[src/rtl/xdma_pkg.sv]
// rtl/xdma_pkg.sv - shared widths and beat record for the XDMA C2H stream packer
//
// Purpose: common localparams and the FIFO entry type used by the packer and
//          its beat FIFO.
// Contents:
//   XDMA_IN_WIDTH    narrow input word width
//   XDMA_BEAT_WIDTH  AXI-stream beat width
//   XDMA_WORDS       input words per beat
//   xdma_beat_t      {last, data} entry stored in the beat FIFO
package xdma_pkg;

  localparam int XDMA_IN_WIDTH   = 64;
  localparam int XDMA_BEAT_WIDTH = 512;
  localparam int XDMA_WORDS      = XDMA_BEAT_WIDTH / XDMA_IN_WIDTH;

  typedef struct packed {
    logic                       last;
    logic [XDMA_BEAT_WIDTH-1:0] data;
  } xdma_beat_t;

endpackage

[src/rtl/xdma_beat_fifo.sv]
// rtl/xdma_beat_fifo.sv - synchronous FIFO of packed output beats
//
// Purpose: small circular buffer between the word accumulator and the sink.
// Ports:
//   clock      in   single clock, posedge
//   reset      in   synchronous active-low reset, empties the FIFO
//   push       in   write push_data (ignored when full)
//   push_data  in   beat to store
//   pop        in   drop the head entry (ignored when empty)
//   head       out  oldest entry
//   full       out  DEPTH entries stored
//   empty      out  no entries stored
//   count      out  number of entries stored
module xdma_beat_fifo
  import xdma_pkg::*;
#(
  parameter int DEPTH = 4
) (
  input  logic                     clock,
  input  logic                     reset,
  input  logic                     push,
  input  xdma_beat_t               push_data,
  input  logic                     pop,
  output xdma_beat_t               head,
  output logic                     full,
  output logic                     empty,
  output logic [$clog2(DEPTH):0]   count
);

  localparam int PW = $clog2(DEPTH);

  xdma_beat_t       r_mem [DEPTH];
  logic [PW-1:0]    r_wptr;
  logic [PW-1:0]    r_rptr;
  logic [PW:0]      r_count;
  logic             w_do_push;
  logic             w_do_pop;

  assign full      = (r_count == (PW+1)'(DEPTH));
  assign empty     = (r_count == '0);
  assign count     = r_count;
  assign w_do_push = push & ~full;
  assign w_do_pop  = pop & ~empty;
  assign head      = r_mem[r_rptr];

  // Pointers wrap naturally because DEPTH is a power of two.
  always_ff @(posedge clock) begin
    if (!reset) begin
      r_wptr  <= '0;
      r_rptr  <= '0;
      r_count <= '0;
      for (int i = 0; i < DEPTH; i++) begin
        r_mem[i] <= '0;
      end
    end else begin
      if (w_do_push) begin
        r_mem[r_wptr] <= push_data;
        r_wptr        <= r_wptr + 1'b1;
      end
      if (w_do_pop) begin
        r_rptr <= r_rptr + 1'b1;
      end
      case ({w_do_push, w_do_pop})
        2'b10:   r_count <= r_count + 1'b1;
        2'b01:   r_count <= r_count - 1'b1;
        default: r_count <= r_count;
      endcase
    end
  end

endmodule

[src/rtl/xdma_axis_packer.sv]
// rtl/xdma_axis_packer.sv - packs narrow words into 512-bit AXI-stream beats
//
// Purpose: accumulates IN_WIDTH words (word 0 in the low bits) into beats,
//          closes a beat when full or on in_last, queues beats in a FIFO and
//          presents the head to the XDMA C2H sink.
// Ports:
//   clock       in   single clock, posedge
//   reset       in   synchronous active-low reset
//   in_valid    in   input word valid
//   in_ready    out  input word accepted when in_valid & in_ready
//   in_data     in   input word
//   in_last     in   word ends its packet
//   axi_tdata   out  beat data
//   axi_tlast   out  beat ends a packet
//   axi_tvalid  out  beat valid
//   axi_tready  in   sink ready
//   pkt_count   out  tlast handshakes, wrapping
//   beat_count  out  all handshakes, wrapping
module xdma_axis_packer
  import xdma_pkg::*;
#(
  parameter int IN_WIDTH   = XDMA_IN_WIDTH,
  parameter int OUT_WIDTH  = XDMA_BEAT_WIDTH,
  parameter int FIFO_DEPTH = 4
) (
  input  logic                 clock,
  input  logic                 reset,
  input  logic                 in_valid,
  output logic                 in_ready,
  input  logic [IN_WIDTH-1:0]  in_data,
  input  logic                 in_last,
  output logic [OUT_WIDTH-1:0] axi_tdata,
  output logic                 axi_tlast,
  output logic                 axi_tvalid,
  input  logic                 axi_tready,
  output logic [31:0]          pkt_count,
  output logic [31:0]          beat_count
);

  localparam int WORDS = OUT_WIDTH / IN_WIDTH;
  localparam int IDX_W = (WORDS > 1) ? $clog2(WORDS) : 1;
  localparam int CW    = $clog2(FIFO_DEPTH) + 1;

  logic [OUT_WIDTH-1:0] r_acc;
  logic [IDX_W-1:0]     r_widx;
  logic [31:0]          r_pkt_count;
  logic [31:0]          r_beat_count;

  logic [OUT_WIDTH-1:0] w_beat;
  logic                 w_accept;
  logic                 w_complete;
  logic                 w_push;
  logic                 w_pop;
  logic                 w_full;
  logic                 w_empty;
  logic [CW-1:0]        w_count;
  xdma_beat_t           w_push_beat;
  xdma_beat_t           w_head;

  // in_ready looks only at the registered occupancy, so a pop while full
  // frees the slot for the following cycle, never combinationally.
  assign in_ready   = reset & (w_count < CW'(FIFO_DEPTH));
  assign w_accept   = in_valid & in_ready;
  assign w_complete = w_accept & (in_last | (r_widx == IDX_W'(WORDS - 1)));
  assign w_push     = w_complete & ~w_full;

  // Current accumulator with the incoming word merged in; slots above the
  // write index are forced to zero so a short final beat carries no stale data.
  always_comb begin
    w_beat = r_acc;
    for (int i = 0; i < WORDS; i++) begin
      if (IDX_W'(i) == r_widx) begin
        w_beat[i*IN_WIDTH +: IN_WIDTH] = in_data;
      end else if (IDX_W'(i) > r_widx) begin
        w_beat[i*IN_WIDTH +: IN_WIDTH] = '0;
      end
    end
  end

  assign w_push_beat = '{last: in_last, data: w_beat};

  xdma_beat_fifo #(
    .DEPTH (FIFO_DEPTH)
  ) u_fifo (
    .clock     (clock),
    .reset     (reset),
    .push      (w_push),
    .push_data (w_push_beat),
    .pop       (w_pop),
    .head      (w_head),
    .full      (w_full),
    .empty     (w_empty),
    .count     (w_count)
  );

  assign axi_tvalid = reset & ~w_empty;
  assign axi_tdata  = w_head.data;
  assign axi_tlast  = w_head.last;
  assign w_pop      = axi_tvalid & axi_tready;
  assign pkt_count  = r_pkt_count;
  assign beat_count = r_beat_count;

  always_ff @(posedge clock) begin
    if (!reset) begin
      r_acc        <= '0;
      r_widx       <= '0;
      r_pkt_count  <= '0;
      r_beat_count <= '0;
    end else begin
      if (w_complete) begin
        r_acc  <= '0;
        r_widx <= '0;
      end else if (w_accept) begin
        r_acc  <= w_beat;
        r_widx <= r_widx + 1'b1;
      end
      if (w_pop) begin
        r_beat_count <= r_beat_count + 32'd1;
        if (axi_tlast) begin
          r_pkt_count <= r_pkt_count + 32'd1;
        end
      end
    end
  end

endmodule

[config.mk]
export PLATFORM = sky130hd
export DESIGN_NAME = xdma_axis_packer
export DESIGN_NICKNAME = d
export VERILOG_FILES = /design/src/rtl/xdma_pkg.sv /design/src/rtl/xdma_beat_fifo.sv /design/src/rtl/xdma_axis_packer.sv
export SDC_FILE = /design/constraint.sdc
export NUM_CORES = 2
export LEC_CHECK = 0
export ABC_CLOCK_PERIOD_IN_PS = 14700
export BUFFER_PORTS_ARGS = -buffer_cell sky130_fd_sc_hd__buf_2
export CAP_MARGIN = 10
export CORE_ASPECT_RATIO = 0.6
export CORE_UTILIZATION = 55
export CTS_BUF_LIST = sky130_fd_sc_hd__clkbuf_4 sky130_fd_sc_hd__clkbuf_8
export CTS_CLUSTER_DIAMETER = 100
export DETAILED_ROUTE_END_ITERATION = 8
export HOLD_SLACK_MARGIN = 0.08
export PLACE_DENSITY = 0.76
export SLEW_MARGIN = 20
export SYNTH_ARGS = -nofsm -noshare
export SYNTH_HDL_FRONTEND = slang
export SYNTH_SLANG_ARGS = --single-unit
[constraint.sdc]
create_clock -name clock -period 14.7 [get_ports clock]
set_input_delay 2.205 -clock clock [delete_from_list [all_inputs] [get_ports clock]]
set_output_delay 2.205 -clock clock [all_outputs]
set_load 0.005 [all_outputs]
## After elaboration in Yosys (flattened, before gate mapping)

Memories as Yosys holds them, arrays and structs flattened. A register that Yosys moved wholly into a read port is not among the register bits.
Index checks and enable logic that the tools add are counted.

- Multiply operators: 0
- Bitwise gates (word level): 12
- Div/mod/pow operators: 0
- Magnitude comparators: 9
- Reduce and logical (&&, ||, !) cells: 6
- Mux-type cells: 26
- Equal/unequal tests: 11
- Shift-type cells: 0
- Add/subtract/negate cells: 7

Operator list:

| operator | count |
|---|---|
| $mux 64 | 16 |
| $mux 513 | 1 |
| $reduce_or 513->1 | 1 |
| $add 32x1->32 const B | 2 |
| $eq 3x3->1 const A | 4 |
| $gt 3x3->1 const A | 4 |
| $and 1x1->1 | 8 |
| $add 3x1->3 const B | 2 |
| $eq 2x3->1 const A | 2 |
| $eq 3x3->1 const B | 2 |
| $gt 1x3->1 const A | 2 |
| $gt 2x3->1 const A | 2 |
| $logic_not 3->1 | 2 |
| $mux 2 | 3 |
| $pmux 3 s2 | 1 |
| $mux 1 | 5 |
| $add 2x1->2 const B | 2 |
| $eq 1x3->1 const A | 1 |
| $lt 3x3->1 const B | 1 |
| $not 1->1 | 3 |
| $sub 3x1->3 const B | 1 |
| $eq 2x1->1 const B | 1 |
| $eq 2x2->1 const B | 1 |
| $reduce_and 2->1 | 1 |
| 3 further kinds | 3 |

- Register bits: 586
- Logic and storage cells: 79
- Memories: 1
- Output and inout port bits: 579
- Latch bits: 0
- RAM bits: 2052
- ROM bits: 0
- Input bits: 69

Memories:

| name | depth | bits a word | read ports | clocked after Yosys merged registers in | wr ports | line | RTL |
|---|---|---|---|---|---|---|---|
| u_fifo.r_mem | 4 | 513 | 1 | 1 | 4 | xdma_beat_fifo.sv:32 | `xdma_beat_t r_mem [DEPTH];` |

## Depth between registers and ports, before layout

- Depth after elaboration: 11
- Gate-level depth with buffers: 12
- Mapped depth without buffers: 11

## By module

Synthesis repeated with hierarchy kept, for this count alone.

- Cell total of the unflattened synthesis: 8253
- Area, all modules: 114317.1 sq um

Modules (own cells, without submodules):

| module | seq. area each (sq um) | area each (sq um) | instances | cells an instance |
|---|---|---|---|---|
| xdma_beat_fifo | 61799.3 | 88159.6 | 1 | 5011 |
| xdma_axis_packer | 10309.9 | 26157.6 | 1 | 3242 |

## Least setup slack after synthesis

Ideal clock, no wire load.

- Kind: input to register
- From: in in_last
- To: mem u_fifo.r_mem[1][0] (netlist name), enable pin
- Library setup time: 3.638 ns
- Arrival: 11.729 ns
- Data required time: 11.062 ns
- Path slack: -0.667 ns
- Stages: 6
- Buffers on the path: 3
- Cells stage by stage: nor2_1 or3_1 clkbuf_1 clkbuf_1 clkbuf_1 nand2_1

RTL lines:

| item | line | RTL |
|---|---|---|
| from (decl) | xdma_axis_packer.sv:31 | `input logic in_last,` |
| to (decl) | xdma_beat_fifo.sv:32 |  |

==> results.sh <==
export IMPL_io_buffer_count=647
export IMPL_overflow=0
export IMPL_finalSetupTns_ns=0
export IMPL_worst_path_max_fanout=71
export IMPL_cp_slowest_cell="sky130_fd_sc_hd__buf_4"
export IMPL_die_w_um=567
export IMPL_power_switching_share=0.239
export IMPL_synth_commonest_cells="sky130_fd_sc_hd__nor2_1 (2262), sky130_fd_sc_hd__edfxtp_1 (2052), sky130_fd_sc_hd__clkbuf_1 (525)"
export IMPL_synth_lib_cells_used_distinct=51
export IMPL_floorplan_die_height_um=341
export IMPL_cellInternalPower_mw=11.7
export IMPL_cts_reportedPaths_clkPinSlew_ns=0.06
export IMPL_avgRoutedWirePerCell_um=29.9
export IMPL_fin_crit_sh=0.514
export IMPL_n_fill_cell=13885
export IMPL_final_setup_viol_count=0
export IMPL_ioPinCount=648
export IMPL_rows=124
export IMPL_synth_async_sr_flop_share=0
export IMPL_fin_ws_ns=7.15
export IMPL_synth_edf_count=2052
export IMPL_r2r_slack_ns=9.20
export IMPL_synth_cell_area_sq_mm=0.105
export IMPL_sum_of_internal_switching_and_leakage_power_mw=15.4
export IMPL_critPathMostFrequentCell="sky130_fd_sc_hd__buf_4"
export IMPL_regToRegEndpoint="u_fifo.r_mem[0][156]$_SDFFCE_PN0P_"
export IMPL_post_cts_hold_buffer_count=0
export IMPL_avgViaCountPerCell=6.45
export IMPL_die_area_sq_mm=0.194
export IMPL_p_comb_frac=0.069
export IMPL_yosysWarnings=0
export IMPL_overall_routed_net_length_um=325000
export IMPL_reg2reg_path_depth=9
export IMPL_hold_worst_slack_ns=0.483
export IMPL_critical_path_endpoint_type="primary output"
export IMPL_yosys_most_used_dff="sky130_fd_sc_hd__edfxtp_1"
export IMPL_min_delay_path_class="reg -> reg"
export IMPL_maximum_clock_rate_mhz=132
export IMPL_antenna_violating_nets_post_route=0
export IMPL_final_min_clock_period_ns=7.55
export IMPL_crit_path_end="axi_tdata[462]"
export IMPL_later_pin_clock_latency_in_the_skew_report_ns=1.01
export IMPL_cpLargestDelayFamily="buffers and inverters"
export IMPL_first_global_vias=66672
export IMPL_tritoncts_num_buffers=369
export IMPL_finalHoldViolations=0
export IMPL_h_tree_depth=5
export IMPL_postSynthNetCount=7644
export IMPL_fin_nets=8081
export IMPL_largest_net_degree_at_the_start_of_global_routing=238
export IMPL_dp_hpwl_um=182000
export IMPL_per_instance_average_area_after_synthesis_sq_um=13.9
export IMPL_yosys_area_top_type_share=0.584
export IMPL_postCtsSetupBuffers=0
export IMPL_clock_sinks=2576
export IMPL_synth_yosys_seq_area_share=0.684
export IMPL_worst_slew_pin_slew_ns=1.24
export IMPL_vdd_ir_drop_worst_v=0.0000926
export IMPL_worst_r2r_start="r_widx[1]$_SDFFE_PP0P_"
export IMPL_grt_antenna_before_repair=46
export IMPL_power_density_mw_per_mm2=130
export IMPL_start_util=0.554
export IMPL_routabilityCongestion=0.870
export IMPL_detail_route_iter0_violations=10013
export IMPL_worstPathArrival_ns=5.35
export IMPL_first_pass_grt_wire_length_um=462000
export IMPL_critPathMaxStageDelay_ns=0.99
export IMPL_detail_route_drc_violations=0
export IMPL_sequential_share_of_power=0.538
export IMPL_number_of_buffer_and_inverter_instances_along_the_worst_setup_path=4
export IMPL_logic_depth_of_the_worst_setup_path_including_buffers=5
export IMPL_grtUsageTotal=0.328
export IMPL_synthToLayoutAreaGrowth_pct=12.1
export IMPL_drv_cap=0
export IMPL_timing_clock_skew_ns=0.0989
export IMPL_dpl_cell_count=10153
export IMPL_critPathKind="reg -> out"
export IMPL_rsz_0062_raised_after_global_routing="false"
export IMPL_pre_cts_slack_ns=7.59
export IMPL_num_vias=70094
export IMPL_slew_headroom=0.173
export IMPL_finish_cell_count_without_fillers=10875
export IMPL_clockPowerShare=0.393
export IMPL_critical_path_startpoint_type="flip-flop"
export IMPL_yosys_register_bits=2576
export IMPL_synth_area_leader_cell="sky130_fd_sc_hd__edfxtp_1"
export IMPL_core_area_sq_mm=0.191
export IMPL_utilization=0.621
export IMPL_clockBufferDepth=4
export IMPL_drive_above_1_share=0.235
export IMPL_cts_resizes=0
export IMPL_synthMostInstantiatedCell="sky130_fd_sc_hd__nor2_1"
export IMPL_cts_root_buffer="sky130_fd_sc_hd__clkbuf_8"
export IMPL_synth_area_top_cells="sky130_fd_sc_hd__edfxtp_1 (58%), sky130_fd_sc_hd__mux4_2 (11%), sky130_fd_sc_hd__dfxtp_1 (9.9%)"
export IMPL_detail_route_first_pass_iterations=6
export IMPL_detailed_place_area_sq_mm=0.110
export IMPL_crit_chain="buf_4 > buf_4 > buf_4 > mux4_2 > buf_2"
export IMPL_max_slew_violations=0
export IMPL_power_switching_mw=3.67
export IMPL_tritoncts="done"
export IMPL_power_static_leakage_nw=40.4
export IMPL_stdcell_area_sq_mm=0.118
export IMPL_status="completed"
export IMPL_worstPathRequired_ns=12.49
export IMPL_syn_inst=7567
## routing by layer
| metal | part of all wire | track usage | vias to the layer above |
|---|---|---|---|
| met5 | 0.00052 | 0.00968 | - |
| met4 | 0.045 | 0.143 | 28 |
| met3 | 0.13 | 0.102 | 732 |
| met2 | 0.46 | 0.505 | 4949 |
| met1 | 0.36 | 0.434 | 35121 |
| li1 | - | - | 29264 |
## flip-flops by register name (all words and copies together), names as in the netlist, named ones only
register	count
beat_count	32
pkt_count	32
r_acc	448
r_widx	3
u_fifo.count	3
u_fifo.r_mem	2052
u_fifo.r_rptr	2
u_fifo.r_wptr	2
## kinds of logic (layout without fill, tap and decap cells)
family	count (synthesis)	after routing	share of synthesized area
multiplexers	530	530	0.111
buffers and inverters	702	1446	0.0260
adder cells (fa/ha/maj)	8	8	0.00102
XOR/XNOR	18	18	0.00149
other	0	44	0
flip-flops	2576	2576	0.684
AND/OR/NAND/NOR	2758	2758	0.108
AO/OA/AOI/OAI	975	975	0.0683
## worst min-delay path, stage by stage, from the launching register on
cell,delay [ns]
sky130_fd_sc_hd__dfxtp_1,0.33
sky130_fd_sc_hd__nand2_1,0.06
sky130_fd_sc_hd__mux2i_1,0.05
## area by class of cell
type,count,area (sq um),share of cell area
Timing Repair Buffer,744,4120,0.0348
Antenna cell,44,110,0.000931
Tap cell,2520,3150,0.0267
Clock inverter,83,652,0.00551
Multi-Input combinational cell,4289,30800,0.261
Clock buffer,595,7190,0.0608
Inverter,24,97.6,0.000825
Sequential cell,2576,72100,0.610
## layout by cell type (no fill, tap or decap), drive strengths merged, types with 2 or more instances in the layout
cell | synthesis | layout
a211oi | 440 | 440
a21oi | 30 | 30
a22oi | 448 | 448
and2 | 200 | 200
and3 | 71 | 71
and3b | 2 | 2
and4 | 8 | 8
buf | 153 | 744
bufinv | 0 | 5
clkbuf | 525 | 595
clkinv | 3 | 61
clkinvlp | 0 | 10
dfxtp | 524 | 524
diode | 0 | 44
edfxtp | 2052 | 2052
ha | 7 | 7
inv | 21 | 31
mux2i | 17 | 17
mux4 | 513 | 513
nand2 | 79 | 79
nand2b | 19 | 19
nand3 | 29 | 29
nand3b | 2 | 2
nand4 | 21 | 21
nor2 | 2264 | 2264
nor2b | 2 | 2
nor3 | 6 | 6
nor4 | 21 | 21
o211ai | 2 | 2
o21a | 6 | 6
o21ai | 19 | 19
o31a | 6 | 6
o31ai | 20 | 20
or3 | 10 | 10
or4 | 21 | 21
xnor2 | 6 | 6
xor2 | 12 | 12
## worst min-delay path by stage
| stage | to | startpoint | slack (ns) | cells after the start |
|---|---|---|---|---|
| finish | beat_count[31]$_SDFFE_PN0P_ | beat_count[31]$_SDFFE_PN0P_ | 0.48 | 2 |
| global route | r_acc[148]$_SDFFE_PP0P_ | r_acc[148]$_SDFFE_PP0P_ | 0.50 | 2 |
| CTS | beat_count[31]$_SDFFE_PN0P_ | beat_count[31]$_SDFFE_PN0P_ | 0.48 | 2 |
| detailed placement | beat_count[31]$_SDFFE_PN0P_ | beat_count[31]$_SDFFE_PN0P_ | 0.47 | 2 |
| global placement | pkt_count[31]$_SDFFE_PN0P_ | pkt_count[31]$_SDFFE_PN0P_ | 0.46 | 2 |
| floorplan | beat_count[31]$_SDFFE_PN0P_ | beat_count[31]$_SDFFE_PN0P_ | 0.46 | 2 |
## power by group through the flow
stage	Combinational [mW]	Sequential, mW	Clock (mW)
floorplan	0.569	8.46	0
global placement	1.03	8.39	0
detailed placement	1.04	8.41	0
CTS	1.04	8.26	6.05
global route	1.09	8.28	6.36
finish	1.05	8.26	6.03
Power figures use the tool's default switching activity.
